`config.mk`:
```
export PLATFORM = sky130hd
export DESIGN_NAME = fetch_unit
export DESIGN_NICKNAME = d
export VERILOG_FILES = /design/src/rtl/common.sv /design/src/rtl/fetch_unit.sv
export SDC_FILE = /design/constraint.sdc
export NUM_CORES = 1
export LEC_CHECK = 0
export BUFFER_PORTS_ARGS = -buffer_cell sky130_fd_sc_hd__buf_2
export CAP_MARGIN = 0
export CELL_PAD_IN_SITES_DETAIL_PLACEMENT = 1
export CELL_PAD_IN_SITES_GLOBAL_PLACEMENT = 1
export CORE_AREA = 5 5 169 130
export CTS_BUF_LIST = sky130_fd_sc_hd__clkbuf_16
export DETAILED_ROUTE_END_ITERATION = 6
export DIE_AREA = 0 0 174 135
export PLACE_DENSITY = 0.81
export SYNTH_ARGS = -nofsm -noshare
export SYNTH_HDL_FRONTEND = slang
export SYNTH_SLANG_ARGS = --single-unit
export TNS_END_PERCENT = 50
```
`constraint.sdc`:
```
create_clock -name clk -period 5.75 [get_ports clk]
set_input_delay 0.8625 -clock clk [delete_from_list [all_inputs] [get_ports clk]]
set_output_delay 0.8625 -clock clk [all_outputs]
set_load 0.01 [all_outputs]
```
`src/rtl/common.sv`:
```
// Types and constants shared across pipeline stages.
// Holds the PC-select encoding and the decode bubble.
package common;

   typedef enum logic [1:0] {
      PC_NEXT   = 2'b00,
      PC_BRANCH = 2'b01,
      PC_MRET   = 2'b10
   } pc_sel_t;

   // addi x0, x0, 0
   localparam logic [31:0] BUBBLE = 32'h0000_0013;

endpackage

```
`src/rtl/fetch_unit.sv`:
```
// IF stage: PC generation, credit-limited imem fetch, instruction queue.
// Redirects flush the queue and drop responses still in flight.
module fetch_unit #(
   parameter logic [31:0] RESET_VECTOR = 32'h0000_0000,
   parameter int unsigned FIFO_DEPTH   = 2
) (
   input  logic        clk,
   input  logic        rst,
   output logic        imem_req_valid,
   input  logic        imem_req_ready,
   output logic [31:0] imem_req_addr,
   input  logic        imem_resp_valid,
   input  logic [31:0] imem_resp_data,
   input  logic [1:0]  pc_sel,
   input  logic [31:0] branch_target,
   input  logic [31:0] mret_target,
   output logic        if_valid,
   input  logic        if_ready,
   output logic [31:0] if_pc,
   output logic [31:0] if_instr
);

   import common::*;

   localparam int CW = $clog2(FIFO_DEPTH + 1);
   localparam int PW = (FIFO_DEPTH > 1) ? $clog2(FIFO_DEPTH) : 1;
   localparam logic [PW-1:0] PTR_LAST = PW'(FIFO_DEPTH - 1);
   localparam logic [CW:0]   DEPTH_W  = (CW+1)'(FIFO_DEPTH);

   logic [31:0]   fetch_pc_q, fetch_pc_d;
   logic [CW-1:0] out_cnt_q, out_cnt_d;
   logic [CW-1:0] discard_q, discard_d;
   logic [CW-1:0] occ_q, occ_d;
   logic [PW-1:0] rd_ptr_q, rd_ptr_d;
   logic [PW-1:0] wr_ptr_q, wr_ptr_d;
   logic [PW-1:0] tag_rd_q, tag_rd_d;
   logic [PW-1:0] tag_wr_q, tag_wr_d;

   logic [31:0] q_pc_q    [FIFO_DEPTH];
   logic [31:0] q_instr_q [FIFO_DEPTH];
   logic [31:0] tag_q     [FIFO_DEPTH];

   pc_sel_t     sel;
   logic        redirect;
   logic [31:0] target;
   logic        credit_ok;
   logic        req_fire;
   logic        drop;
   logic        push;
   logic        pop;

   function automatic logic [PW-1:0] inc(input logic [PW-1:0] p);
      return (p == PTR_LAST) ? '0 : p + PW'(1);
   endfunction

   assign sel = pc_sel_t'(pc_sel);

   always_comb begin
      redirect = (sel == PC_BRANCH) || (sel == PC_MRET);
      target   = (sel == PC_MRET) ? mret_target : branch_target;
      target   = target & 32'hFFFF_FFFC;

      credit_ok      = ({1'b0, out_cnt_q} + {1'b0, occ_q}) < DEPTH_W;
      imem_req_valid = credit_ok && !redirect && !rst;
      imem_req_addr  = fetch_pc_q;
      req_fire       = imem_req_valid && imem_req_ready;

      if_valid = (occ_q != '0);
      if_pc    = if_valid ? q_pc_q[rd_ptr_q] : 32'h0;
      if_instr = if_valid ? q_instr_q[rd_ptr_q] : BUBBLE;
      pop      = if_valid && if_ready;

      // Responses owed to an abandoned stream never reach the queue
      drop = imem_resp_valid && (redirect || (discard_q != '0));
      push = imem_resp_valid && !drop;
   end

   always_comb begin
      fetch_pc_d = fetch_pc_q;
      out_cnt_d  = out_cnt_q + CW'(req_fire) - CW'(imem_resp_valid);
      discard_d  = discard_q;
      occ_d      = occ_q + CW'(push) - CW'(pop);
      rd_ptr_d   = pop ? inc(rd_ptr_q) : rd_ptr_q;
      wr_ptr_d   = push ? inc(wr_ptr_q) : wr_ptr_q;
      tag_wr_d   = req_fire ? inc(tag_wr_q) : tag_wr_q;
      tag_rd_d   = imem_resp_valid ? inc(tag_rd_q) : tag_rd_q;

      if (req_fire) begin
         fetch_pc_d = fetch_pc_q + 32'd4;
      end
      if (drop && (discard_q != '0)) begin
         discard_d = discard_q - CW'(1);
      end

      // No request fires here, so out_cnt_d is exactly what is still owed
      if (redirect) begin
         fetch_pc_d = target;
         discard_d  = out_cnt_d;
         occ_d      = '0;
         rd_ptr_d   = '0;
         wr_ptr_d   = '0;
      end
   end

   always_ff @(posedge clk or posedge rst) begin
      if (rst) begin
         fetch_pc_q <= RESET_VECTOR;
         out_cnt_q  <= '0;
         discard_q  <= '0;
         occ_q      <= '0;
         rd_ptr_q   <= '0;
         wr_ptr_q   <= '0;
         tag_rd_q   <= '0;
         tag_wr_q   <= '0;
      end else begin
         fetch_pc_q <= fetch_pc_d;
         out_cnt_q  <= out_cnt_d;
         discard_q  <= discard_d;
         occ_q      <= occ_d;
         rd_ptr_q   <= rd_ptr_d;
         wr_ptr_q   <= wr_ptr_d;
         tag_rd_q   <= tag_rd_d;
         tag_wr_q   <= tag_wr_d;
      end
   end

   always_ff @(posedge clk) begin
      if (push) begin
         q_pc_q[wr_ptr_q]    <= tag_q[tag_rd_q];
         q_instr_q[wr_ptr_q] <= imem_resp_data;
      end
      if (req_fire) begin
         tag_q[tag_wr_q] <= fetch_pc_q;
      end
   end

endmodule
```
==> results.yml <==
outcome:
  status: "completed"
logic_synthesis:
  synth-edff-count: 184
  syn_area_per_cell_sq_um: 14.39
  synth.distinct_cells: 39
  synth_area_leaders: "edfxtp_1 (58%), dfrtp_1 (11%), mux2i_1 (6.7%)"
  seq_area_frac_synth_pct: 68.83
  synth-async-reset-ratio_pct: 17.86
  synth_warnings: 0
  ys_ff_latch: 224
  ys.flop_type: "edfxtp_1"
  synth_top_area_cell: "edfxtp_1"
  netlist.area_leader.share_pct: 58.27
  netlist_instances: 659
  syn_area_sq_mm: 0.009482
critical_path:
  worstSetupPathType: "flip-flop to flip-flop"
  path_max_fanout: 10
  arrival_ps: 3810
  reg2reg_depth: 6
  cp.required_ps: 6090
  crit_start: "occ_q[0]$_DFF_PP0_"
  crit_path_start_kind: "flip-flop"
  critPathCaptureType: "flip-flop"
  r2r-start: "occ_q[0]$_DFF_PP0_"
timing:
  finClkSkew_ps: 13.84
  hold_slack_ps: 304.7
  finalWorstPathRequiredPeriod_ps: 3476
  setup_tns_ps: 0
  drv_slew: 0
  tightest_slew_ps: 1231
  setup_viol: 0
  slew_headroom_pct: 17.21
  rsz0062_at_grt: "false"
  fin_crit_sh_pct: 60.46
  fmax_mhz: 287.7
  hold_viol_final: 0
power:
  powerDensity_mw_per_mm2: 430.7
  power_mw: 5.001
  leakage_nw: 4.307
  ir_drop_mv: 0.1788
clock_network:
  cts_resized: 0
  cts-root-buf: "clkbuf_16"
  clk_latency_ps: 510
  ctsHoldBuffers: 0
  post_cts_buffers: 0
  clk_path_buf_depth: 3
  htreeDepth: 1
  path_clk_slew_ps: 60
  numClockSinks: 224
  cts_tree: "yes"
  numCtsBuffers: 24
die:
  dieArea_sq_mm: 0.02349
  start_util_pct: 47.30
  die_h_microns: 135
  ios: 201
  rows: 45
  core_sq_mm: 0.02004
  die_w_microns: 174
detailed_routing:
  wirelength_microns: 24750
  detail_route.wl_per_cell_microns: 22.04
  drc: 0
  first_pass_iters: 5
  ant_nets: 0
  vias: 6230
  drt_iter0_drc: 403
  vias_per_cell: 5.548
global_route:
  antenna_found_initial: 0
  grt_max_degree: 70
  overflow: 0
  grt_pass1_wl_microns: 38480
  grt_pass1_vias: 6702
  grtUsageTotal_pct: 20.83
placement:
  port_buffers: 192
  place.gp.congestion: 0.8161
  dp_hpwl_microns: 16680
finish:
  fin_util_pct: 57.94
  area_growth_syn_to_layout_pct: 22.49
  fillCellCount: 2015
  layout-drive-gt1-share_pct: 32.49
  final_common_cell: "buf_2"
  final_nets: 958
  diodes: 0
  mostFrequentLayoutCells: "buf_2 (192), edfxtp_1 (184), nor2_1 (64)"
run:
  drv_cap: 0
min_path:
  hp-class: "input pin to async pin"
[layer usage]
metal	global-route usage (%)	part of all wire (%)
met1	27.97	44
met2	35.49	48
met4	4.264	1.8
met3	4.478	6.5
met5	0	0
[final cells by class]
type | instances | area (sq um) | share of cell area [%]
multi-input cells | 382 | 2760 | 23.77
clock buffers | 26 | 650.6 | 5.602
flip-flops and latches | 224 | 6530 | 56.23
inverters | 15 | 56.30 | 0.4848
well taps | 258 | 322.8 | 2.780
repair buffers | 200 | 1021 | 8.791
clock inverters | 18 | 272.8 | 2.349
[report_power, final]
group | switching [mW] | leakage [nW] | internal, mW
Combinational | 0.601 | 1.74 | 0.456
Clock | 0.629 | 0.450 | 1.13
Sequential | 0.214 | 2.12 | 1.97
Total | 1.44 | 4.31 | 3.56
[registers in the layout (all words and copies together), names as in the netlist]
| name | flops |
|---|---|
| discard_q | 2 |
| imem_req_addr | 30 |
| occ_q | 2 |
| out_cnt_q | 2 |
| q_instr_q | 64 |
| q_pc_q | 60 |
| rd_ptr_q | 1 |
| tag_q | 60 |
| tag_rd_q | 1 |
| tag_wr_q | 1 |
| wr_ptr_q | 1 |
[critical path, cell delays in order, from the launching register on]
cell,delay (ps)
dfrtp_1,440
and2_1,180
fa_1,490
or4b_1,770
nor4_1,1020
a31o_2,290
a31oi_1,110
[metrics by stage]
stage / std cells / setup WS, ps / cell area [sq um]
finish: 1123 / 2274 / 11610
global route: 1123 / 2174 / 11610
CTS: 1123 / 2314 / 11610
detailed placement: 1079 / 2219 / 10690
global placement: 1079 / 2282 / 10690
floorplan: 662 / 857.2 / 9493
[kinds of logic (layout without fill, tap and decap cells)]
family                   Yosys count  count (layout)  synth area share (%)
flip-flops                       224             224                 68.83
AND/OR/NAND/NOR                  176             176                 9.567
multiplexers                      95              95                 10.45
AO/OA/AOI/OAI                     80              80                 5.753
buffers and inverters             56             259                 2.468
XOR/XNOR                          19              19                 1.755
adder cells (fa/ha/maj)            8               8                 1.135
other                              1               4               0.03955
[worst paths after layout]
| check | end | slack [ps] |
|---|---|---|
| setup / recovery | imem_req_addr[31]$_DFFE_PP0P_ | 2270 |
| max in group asynchronous | imem_req_addr[29]$_DFFE_PP0P_ | 4680 |
| setup reg to reg | imem_req_addr[31]$_DFFE_PP0P_ | 2270 |
| hold / removal | occ_q[1]$_DFF_PP0_ | 300 |
| min in group clk | tag_rd_q$_DFFE_PP0P_ | 510 |
| hold reg to reg | tag_rd_q$_DFFE_PP0P_ | 510 |
[synthesized netlist by cell type, types with 3 or more instances]
library cell    n
a211oi_1       28
a21oi_1        13
a31oi_1        19
and2_1          7
and4_1          3
buf_1           6
buf_4           4
clkbuf_1       29
dfrtp_1        40
edfxtp_1      184
ha_1            7
inv_1          15
mux2_2         32
mux2i_1        63
nand2_1        18
nand3_1        10
nand4_1        10
nor2_1         68
nor2b_1        30
nor4_1          5
o31ai_1        13
or4_1          14
xnor2_1        14
xor2_1          5
Note: power is estimated with default switching activity, not from simulation.
